===== config.mk =====
export PLATFORM = sky130hd
export DESIGN_NAME = bcd_value_converter_flat
export DESIGN_NICKNAME = d
export VERILOG_FILES = /design/src/rtl/bcd_value_converter_if.sv /design/src/rtl/bcd_value_converter.sv /design/src/flat_wrapper.sv
export SDC_FILE = /design/constraint.sdc
export NUM_CORES = 1
export LEC_CHECK = 0
export CAP_MARGIN = 20
export CORE_AREA = 2 2 77 79
export DETAILED_ROUTE_END_ITERATION = 12
export DIE_AREA = 0 0 79 81
export PLACE_DENSITY = 0.73
export SYNTH_ARGS = -nofsm -noshare
export SYNTH_HDL_FRONTEND = slang
export SYNTH_SLANG_ARGS = --single-unit

===== constraint.sdc =====
create_clock -name clk -period 3 [get_ports clk]
set_input_delay 0.6 -clock clk [delete_from_list [all_inputs] [get_ports clk]]
set_output_delay 0.6 -clock clk [all_outputs]
set_load 0.01 [all_outputs]

===== src/rtl/bcd_value_converter_if.sv =====
`default_nettype none
// ============================================================================
//  Module   : bcd_value_converter_if
//  Purpose  : Start/result bundle between a requester and bcd_value_converter.
//  Revision : 1.0  initial release
// ============================================================================
interface bcd_value_converter_if #(
    parameter int IN_W = 16
);
    logic            start_i;
    logic [IN_W-1:0] bin_i;
    logic            busy_o;
    logic            done_o;
    logic            ovf_o;
    logic [15:0]     ss__value_o;

    modport master (
        output start_i, bin_i,
        input  busy_o, done_o, ovf_o, ss__value_o
    );

    modport slave (
        input  start_i, bin_i,
        output busy_o, done_o, ovf_o, ss__value_o
    );
endinterface
`default_nettype wire


===== src/rtl/bcd_value_converter.sv =====
`default_nettype none
// ============================================================================
//  Module   : bcd_value_converter
//  Purpose  : Iterative double-dabble binary to 4-digit packed BCD converter.
//             Define BCD_SATURATE_EN to show 9999 on overflow instead of EEEE.
//  Revision : 1.0  initial release
// ============================================================================
module bcd_value_converter #(
    parameter int IN_W = 16
) (
    input  wire logic             clk,
    input  wire logic             rst,
    bcd_value_converter_if.slave  bus
);
    localparam int CNT_W = $clog2(IN_W + 1);
`ifdef BCD_SATURATE_EN
    localparam logic [15:0] C_OVF_PATTERN = 16'h9999;
`else
    localparam logic [15:0] C_OVF_PATTERN = 16'hEEEE;
`endif

    typedef enum logic [1:0] {
        S_IDLE  = 2'd0,
        S_SHIFT = 2'd1,
        S_LOAD  = 2'd2
    } state_t;

    state_t            state_q, state_d;
    logic [IN_W-1:0]   shreg_q, shreg_d;
    logic [15:0]       scratch_q, scratch_d;
    logic [CNT_W-1:0]  cnt_q, cnt_d;
    logic              pend_ovf_q, pend_ovf_d;
    logic [15:0]       value_q, value_d;
    logic              ovf_q, ovf_d;
    logic              done_q, done_d;
    logic              busy_q, busy_d;
    logic [15:0]       w_adj;

    // Add-3 correction per nibble, no carry between digits.
    for (genvar gi = 0; gi < 4; gi++) begin : g_nib
        assign w_adj[4*gi +: 4] = (scratch_q[4*gi +: 4] >= 4'd5)
                                ? scratch_q[4*gi +: 4] + 4'd3
                                : scratch_q[4*gi +: 4];
    end

    always_ff @(posedge clk or posedge rst) begin
        if (rst) begin
            state_q    <= S_IDLE;
            shreg_q    <= '0;
            scratch_q  <= '0;
            cnt_q      <= '0;
            pend_ovf_q <= 1'b0;
            value_q    <= '0;
            ovf_q      <= 1'b0;
            done_q     <= 1'b0;
            busy_q     <= 1'b0;
        end else begin
            state_q    <= state_d;
            shreg_q    <= shreg_d;
            scratch_q  <= scratch_d;
            cnt_q      <= cnt_d;
            pend_ovf_q <= pend_ovf_d;
            value_q    <= value_d;
            ovf_q      <= ovf_d;
            done_q     <= done_d;
            busy_q     <= busy_d;
        end
    end

    always_comb begin
        state_d    = state_q;
        shreg_d    = shreg_q;
        scratch_d  = scratch_q;
        cnt_d      = cnt_q;
        pend_ovf_d = pend_ovf_q;
        value_d    = value_q;
        ovf_d      = ovf_q;
        done_d     = 1'b0;

        case (state_q)
            S_IDLE: begin
                if (bus.start_i) begin
                    shreg_d    = bus.bin_i;
                    scratch_d  = '0;
                    cnt_d      = CNT_W'(IN_W);
                    pend_ovf_d = (32'(bus.bin_i) > 32'd9999);
                    state_d    = S_SHIFT;
                end
            end
            S_SHIFT: begin
                {scratch_d, shreg_d} = {w_adj, shreg_q} << 1;
                cnt_d = cnt_q - CNT_W'(1);
                if (cnt_q == CNT_W'(1)) begin
                    state_d = S_LOAD;
                end
            end
            S_LOAD: begin
                value_d = pend_ovf_q ? C_OVF_PATTERN : scratch_q;
                ovf_d   = pend_ovf_q;
                done_d  = 1'b1;
                state_d = S_IDLE;
            end
            default: begin
                state_d = S_IDLE;
            end
        endcase

        busy_d = (state_d != S_IDLE);
    end

    assign bus.busy_o      = busy_q;
    assign bus.done_o      = done_q;
    assign bus.ovf_o       = ovf_q;
    assign bus.ss__value_o = value_q;
endmodule
`default_nettype wire


===== src/flat_wrapper.sv =====
// flat-port wrapper written by rule: the top's interface ports become plain ports
module bcd_value_converter_flat 
#(
    parameter int IN_W = 16
)
  (clk, rst, bus_start_i, bus_bin_i, bus_busy_o, bus_done_o, bus_ovf_o, bus_ss__value_o);
  bcd_value_converter_if #(.IN_W(IN_W)) bus_i ();
  input  wire logic clk;
  input  wire logic rst;
  input wire logic [$bits(bus_i.start_i)-1:0] bus_start_i;
  input wire logic [$bits(bus_i.bin_i)-1:0] bus_bin_i;
  output wire logic [$bits(bus_i.busy_o)-1:0] bus_busy_o;
  output wire logic [$bits(bus_i.done_o)-1:0] bus_done_o;
  output wire logic [$bits(bus_i.ovf_o)-1:0] bus_ovf_o;
  output wire logic [$bits(bus_i.ss__value_o)-1:0] bus_ss__value_o;
  assign bus_i.start_i = bus_start_i;
  assign bus_i.bin_i = bus_bin_i;
  assign bus_busy_o = bus_i.busy_o;
  assign bus_done_o = bus_i.done_o;
  assign bus_ovf_o = bus_i.ovf_o;
  assign bus_ss__value_o = bus_i.ss__value_o;
  bcd_value_converter #(.IN_W(IN_W)) u_core (.clk(clk), .rst(rst), .bus(bus_i));
endmodule

; ---- Word level (Yosys, flattened, before mapping)
; Cells that the tools add are included.
[word_totals]
latch_bits = 0
out_inout_bits = 19
romBits = 0
mem_bits_rw = 0
in_bits = 19
word_cells = 43
memories = 0
ff_bits = 59
[op_classes]
reduce_logical = 5
n_eq_ne = 4
mul = 0
addsub = 5
muxes = 15
bitwise = 0
n_lt_le_gt_ge = 5
div_mod_pow = 0
n_shift = 0
[op_table]
columns = operator, n
row1 = $pmux W16 S2, 2
row2 = $mux W16, 3
row3 = $ge A4 B3 Y1 const B, 4
row4 = $gt A16 B14 Y1 const B, 1
row5 = $add A4 B2 Y4 const B, 3
row6 = $mux W4, 3
row7 = $pmux W5 S2, 1
row8 = $eq A5 B1 Y1 const B, 1
row9 = $mux W5, 1
row10 = $sub A5 B1 Y5 const B, 1
row11 = $mux W2, 2
row12 = $pmux W2 S2, 1
row13 = $reduce_and A2 Y1, 2
row14 = $reduce_bool A2 Y1, 2
row15 = $add A3 B2 Y3 const B, 1
row16 = $mux W3, 1
row17 = $eq A2 B1 Y1 const B, 1
row18 = $eq A2 B2 Y1 const B, 1
row19 = $logic_not A2 Y1, 1
row20 = $ne A2 B2 Y1 const B, 1
row21 = $mux W1, 1

; ---- Logic depth before layout (Yosys ltp)
; Gate-level depths: netlist of the first run.
[depth]
word_depth = 4
ltp_mapped = 6
mapped_depth_nobuf = 6

; ---- Worst setup path before layout of the first run
; OpenSTA, ideal clock, no wires.
[synth_path]
kind = register -> register
startpoint = register u_core.scratch_q[0]
endpoint = register u_core.scratch_q[2]
stages_incl_launch_ff = 7
path_buffers = 0
period_less_slack_ns = 1.401
arrival_time_ns = 1.280
required_time_ns = 2.879
setup_slack_ns = 1.599
setup_ns = 0.121
path_cell_list = dfrtp_1 > inv_1 > ha_1 > nand2b_1 > a21oi_1 > mux2i_1 > a22o_1
[synth_between]
elab_chain_cells = 3
word_cells_on_any_way = 4
classes_between = 1 x add/sub / 1 x order compare / 2 x mux
[synth_lines]
columns = element, line
row1 = from (decl), bcd_value_converter.sv:30  ; logic [15:0] scratch_q, scratch_d;
row2 = from (signal assigned), bcd_value_converter.sv:60  ; scratch_q <= scratch_d;
row3 = $add A4 B2 Y4 or $ge A4 B3 Y1 (tied branches), "bcd_value_converter.sv:42, bcd_value_converter.sv:41"
row4 = $mux W4 (*), bcd_value_converter.sv:42  ; ? scratch_q[4*gi +: 4] + 4'd3
row5 = $pmux W16 S2 (*), bcd_value_converter.sv:80  ; case (state_q)
; Mark *: on every way between the ends. The rest lies on a longest branch, timed or not.
; A chain may end at the register's enable or synchronous reset.

; ---- Final worst setup path of the first run
[layout_path]
startpoint = register u_core.state_q[0]
endpoint = register u_core.cnt_q[4]
[layout_between]
elab_chain_cells = 3
word_cells_on_any_way = 6
classes_between = 2 x eq/ne / 1 x mux / 3 x reduce/logical
[layout_lines]
columns = element, line
row1 = from (decl), bcd_value_converter.sv:28  ; state_t state_q, state_d;
row2 = from (signal assigned), bcd_value_converter.sv:58  ; state_q <= state_d;
row3 = $eq A2 B1 Y1 or $logic_not A2 Y1 (tied branches), bcd_value_converter.sv:80
row4 = $reduce_bool A2 Y1 (no source line) or $ne A2 B2 Y1 (tied branches), --
row5 = $reduce_and A2 Y1 (no source line), --
row6 = to (signal assigned), bcd_value_converter.sv:61  ; cnt_q <= cnt_d;
row7 = to (decl), bcd_value_converter.sv:31  ; logic [CNT_W-1:0] cnt_q, cnt_d;
; Several ways; a longest one is shown, not always the timed one.

==> reports/qor.csv, run 1 <==
metric,value,unit
core area,5680,um2
final worst path period share,0.627,
number of global-route vias before repair,1970,
Die Width,79,um
hold path cells,2,
CP Buf/Inv Count,1,
routability cong.,0.780,
die area,6400,um2
number of remaining DRC errors,0,
final wirelength,5290,um
# hold bufs at CTS,0,
Synth area leader,dfrtp_1,
die height,81,um
pin count of the biggest net entering global routing,35,
crit path launch type,register,
clock latency on the worst-skew pair,0.35,ns
Cell variety after synth,38,
CP Data Arrival Time,2.13,ns
grt ovf,0,
CTS tree,done,
hold path startpoint,u_core.bus.ss__value_o[5],
fin. max-slew vios,0,
Synth Net Count,294,
"FFs w/ async S/R, synth",1.00,
VDD IR max,496,uV
worst path cell trace,"buf_4, and2b_1, nand2_1, nor3_1, mux2i_1",
flop2flop setup slack,1.12,ns
drt first-iter violations,141,
wire per inst,13.9,um
worst hold path class,reg -> reg,
worst reg2reg startpoint,u_core.state_q[0],
Worst-path clk slew,0.06,ns
first-pass GRT wire length,8980,um
max incr delay on CP,0.55,ns
H-tree depth,3,
fmax,532,MHz
Post-synth top flop,dfrtp_1,
Final #Nets,330,
Starting Density,0.480,
synthesized flop and latch total,59,
vias per cell,5.33,
RSZ-0062 raised after global routing,no,
final setup fails,0,
io pins,38,
WHS Endpoint,u_core.bus.ss__value_o[5],
initial antenna violation count,0,
number of buffers added on ports,37,
Final TNS setup,0,ns
"delay-heaviest family, CP",simple AND/OR/NAND/NOR gates,
TritonRoute pass-1 iters,4,
outcome,finished clean,
Layout Skew,0.00978,ns
yosys warns,0,
diode count,0,
Final Hold Viols,0,
number of synthesized flops with an enable pin,0,
cell depth of the worst setup path,5,
"most common cell after layout, fill and taps aside",dfrtp_1,
most frequent cells in the layout,"dfrtp_1, clkdlybuf4s50_1, nand2_1, o21ai_0, nor2_1",
worst-margin pin slew,0.601,ns
# clock sinks,59,
CTS Root Cell,clkbuf_8,
power after layout,3400,uW
P_leak,0.00147,uW
Setup CP Type,reg -> reg,
share of cells above drive strength 1,0.0850,
crit path time final,1.88,ns
Syn Inst Count,265,
CP max-delay cell,dfrtp_1,
Slew headroom,0.599,
Row Count,28,
top cell type's share of synthesized area,0.542,
ranking of synthesized cells by area,"dfrtp_1, o21ai_0, nand2_1",
register area share after synthesis,0.542,
antenna-violating nets left,0,
Critical Path End Type,register,
R2R cell count,5,
worst flop-to-flop path endpoint,u_core.cnt_q[4],
Synth-to-Final Area Change,21.7,%
Syn Area/Cell,10.3,um2
number of max-cap violations,0,
Mapped Area,2720,um2
overall global routing resource usage,0.185,
detailed placement HPWL,3590,um
DR vias,2030,
CP Max Fanout,12,
Placement Setup Slack,0.901,ns
post-CTS setup buffer count,0,
Critical Path RT,3.25,ns
FILL cells,525,
setup ws final,1.12,ns
Resize count post-CTS,0,
PD cells,1030,nW/um2
clk buf depth,2,
CTS Buf Count,9,
## stage by stage
stage                     area, um2  hold WS (ns)   util  std cells
after global placement         3130         0.462  0.551        365
after floorplan                2720         0.448      -        265
after detailed placement       3130         0.467  0.551        365
final                          3320         0.476  0.584        381
after CTS                      3320         0.482  0.584        381
after global routing           3320         0.502  0.584        381
## worst reg2reg max path: stages (launching register included)
cell and delay, ns:
dfrtp_1 0.55, buf_4 0.26, and2b_1 0.39, nand2_1 0.14, nor3_1 0.21, mux2i_1 0.24
## logic make-up (layout without fill, tap and decap cells)
family                     after synthesis  after routing  synth area share
AOI/OAI and AO/OA                       84             84             0.197
and+or+nand+nor                         71             71             0.122
DFF                                     59             59             0.542
buffers and inverters                   30             71            0.0547
adders and majority gates               10             10            0.0459
muxes                                    6              6            0.0225
xor gates and xnor gates                 5              5            0.0161
## area by class of cell
| type | instances | area, um2 | area share |
|---|---|---|---|
| inverters | 13 | 50.0 | 0.0151 |
| well taps | 75 | 93.8 | 0.0283 |
| repair buffers | 42 | 408 | 0.123 |
| clock inverters | 4 | 23.8 | 0.00717 |
| clock buffers | 12 | 165 | 0.0498 |
| flip-flops and latches | 59 | 1480 | 0.445 |
| multi-input cells | 176 | 1100 | 0.331 |
## how the worst max path moves through the flow
stage | from | slack, ns | end
finish | u_core.state_q[0] | 1.12 | u_core.cnt_q[4]
global route | u_core.state_q[0] | 0.95 | u_core.cnt_q[4]
CTS | u_core.state_q[0] | 1.08 | u_core.cnt_q[4]
detailed placement | bus_start_i | 0.90 | u_core.scratch_q[11]
global placement | bus_start_i | 0.93 | u_core.scratch_q[3]
floorplan | rst | 0.94 | u_core.bus.busy_o
## cell usage after synthesis (all sizes together) (5+ instances only)
| master | count |
|---|---|
| a21oi | 7 |
| a22o | 5 |
| a22oi | 15 |
| buf | 15 |
| dfrtp | 59 |
| ha | 10 |
| inv | 12 |
| mux2i | 5 |
| nand2 | 34 |
| nand2b | 7 |
| nor2 | 16 |
| o21ai | 35 |
| o22ai | 7 |
| o31ai | 8 |
## state kept, by name, summed over array words and instances (netlist names)
name / count
u_core.cnt_q: 5
u_core.bus.ovf_o: 1
u_core.scratch_q: 16
u_core.bus.busy_o: 1
u_core.state_q: 2
u_core.shreg_q: 16
u_core.bus.ss__value_o: 16
u_core.bus.done_o: 1
u_core.pend_ovf_q: 1
## power breakdown
part / switching, uW / internal (uW) / total, uW
registers: 270 / 1120 / 1390
clock network: 315 / 364 / 679
logic: 670 / 658 / 1330
## per-layer routing
metal  GRT usage  wire, um  vias to the layer above
met5           0         0                        -
met4      0.0672        82                        0
met3      0.0700       286                        7
met2       0.292      2340                       54
met1       0.236      2580                      965
li1            -         -                     1004
Power figures use the tool's default switching activity.
==> run 2, diff against run 1 <==
==> constraint.sdc (replaced) <==
create_clock -name clk -period 1.75 [get_ports clk]
set_input_delay 0.35 -clock clk [delete_from_list [all_inputs] [get_ports clk]]
set_output_delay 0.35 -clock clk [all_outputs]
set_load 0.01 [all_outputs]
==> run 2 against run 1 <==
Against the previous run: count of clock-buffer cells in the layout is 1 higher; hold slack got worse by 0.058 ns; cell count is 1.6% higher; cell area up 2.2%; setup slack got worse by 0.95 ns; sequential share of layout area fell by 0.94 points; routed wire length is 1.9% lower.
==> reports/qor.csv, run 2 (synthesis gave the netlist of run 1 again) <==
metric,value,unit,change
outcome,finished clean,,
core area,5680,um2,unchanged
Resize count post-CTS,0,,unchanged
# clock sinks,59,,unchanged
number of global-route vias before repair,1946,,-1.2%
Synth-to-Final Area Change,24.3,%,
Critical Path End Type,output pin,,
"delay-heaviest family, CP",buffers and inverters,,
final setup fails,0,,unchanged
worst hold path class,in -> async,,
fmax,631,MHz,
io pins,38,,unchanged
post-CTS setup buffer count,0,,unchanged
CP Buf/Inv Count,1,,unchanged
Layout Skew,0.0111,ns,+0.00134 ns
Slew headroom,0.601,,+0.00216
crit path time final,1.58,ns,
number of buffers added on ports,37,,unchanged
H-tree depth,3,,unchanged
CTS Root Cell,clkbuf_8,,
Final Hold Viols,0,,unchanged
VDD IR max,759,uV,+53%
"Design Area, Final",3390,um2,+2.2%
area of the multi-input gates,1100,um2,unchanged
worst-margin pin slew,0.598,ns,-0.00324 ns
pin count of the biggest net entering global routing,60,,+71%
most frequent cells in the layout,"dfrtp_1, clkdlybuf4s50_1, nand2_1, o21ai_0, nor2_1",,
worst hold slack,0.418,ns,-0.0582 ns
clk buf depth,2,,unchanged
wire per inst,13.4,um,-3.5%
detailed placement HPWL,3630,um,+1.2%
max incr delay on CP,0.54,ns,about the same
Row Count,28,,unchanged
Final #Nets,336,,+1.8%
die height,81,um,unchanged
FILL cells,516,,-1.7%
Final TNS setup,0,ns,unchanged
"Core Util, Final",0.597,,+0.0126
RSZ-0062 raised after global routing,no,,
Placement Setup Slack,0.0819,ns,-0.819 ns
initial antenna violation count,0,,unchanged
register area,1480,um2,unchanged
CP max-delay cell,clkdlybuf4s50_1,,
Critical Path RT,1.40,ns,-1.85 ns
setup ws final,0.166,ns,-0.954 ns
final wirelength,5190,um,-1.9%
CP Data Arrival Time,1.23,ns,-0.90 ns
diode count,0,,unchanged
Area after DPL,3190,um2,+2.0%
number of remaining DRC errors,0,,unchanged
grt ovf,0,,unchanged
crit path launch type,register,,
# hold bufs at CTS,0,,unchanged
Die Width,79,um,unchanged
TritonRoute pass-1 iters,4,,unchanged
"most common cell after layout, fill and taps aside",dfrtp_1,,
overall global routing resource usage,0.184,,-0.00101
Worst-path clk slew,0.07,ns,about the same
fin. max-slew vios,0,,unchanged
PD cells,1760,nW/um2,+71%
worst path cell trace,clkdlybuf4s50_1,,
first-pass GRT wire length,9160,um,+2.1%
number of max-cap violations,0,,unchanged
CTS Buf Count,9,,unchanged
share of cells above drive strength 1,0.103,,+0.0176
CP Max Fanout,2,,-10
clock latency on the worst-skew pair,0.34,ns,about the same
die area,6400,um2,unchanged
Starting Density,0.480,,unchanged
P_leak,0.00149,uW,+1.6%
vias per cell,5.40,,+1.4%
CTS tree,done,,
DR vias,2090,,+3.0%
antenna-violating nets left,0,,unchanged
routability cong.,0.742,,-4.9%
final worst path period share,0.905,,
drt first-iter violations,107,,-24%
Setup CP Type,reg -> out,,
[run 2: path summary, 6_finish.rpt]
path	slack, ns	cells past startpoint	start	to
max	0.17	1	u_core.bus.ss__value_o[8]	bus_ss__value_o[8]
min	0.42	3	rst	u_core.cnt_q[2]
max reg2reg	0.21	6	u_core.scratch_q[8]	u_core.scratch_q[10]
min reg2reg	0.48	2	u_core.bus.ss__value_o[7]	u_core.bus.ss__value_o[7]
max in group asynchronous	1.04	3	rst	u_core.bus.ovf_o
min in group clk	0.48	2	u_core.bus.ss__value_o[7]	u_core.bus.ss__value_o[7]
[run 2: worst reg2reg max path, delay by kind of cell (launching register included)]
kind            cells  cell delay, ns
simple gates        1            0.09
compound gates      2            0.39
buf+inv             1            0.13
fa+ha+maj           1            0.23
mux                 1            0.24
flops               1            0.40
[run 2: power by group]
part	leakage [uW]	internal (uW)	total, uW	switching, uW
Clock	0.0000977	666	1190	528
Sequential	0.000759	1920	2380	454
Combinational	0.000633	1210	2380	1170
Total	0.00149	3800	5950	2160
[run 2: per-layer routing]
| metal | share of wire | GRT usage | wire [um] | vias to the layer above |
|---|---|---|---|---|
| met5 | 0 | 0 | 0 | - |
| met1 | 0.49 | 0.250 | 2520 | 1011 |
| met3 | 0.048 | 0.0556 | 250 | 7 |
| met2 | 0.45 | 0.277 | 2360 | 49 |
| met4 | 0.011 | 0.0776 | 58 | 0 |
| li1 | - | - | - | 1023 |
[run 2: area by class of cell]
cell class                 instances  area share
timing repair buffer              48       0.137
inverter                          13      0.0159
clock inverter                     3     0.00591
sequential                        59       0.436
multi-input combinational        176       0.324
tap                               75      0.0277
clock buffer                      13      0.0528
[run 2: stage by stage]
stage / power [uW] / std cells
after floorplan: 4020 / 265
after global placement: 4700 / 371
after detailed placement: 4790 / 371
after CTS: 6020 / 387
after global routing: 6450 / 387
final: 5950 / 387
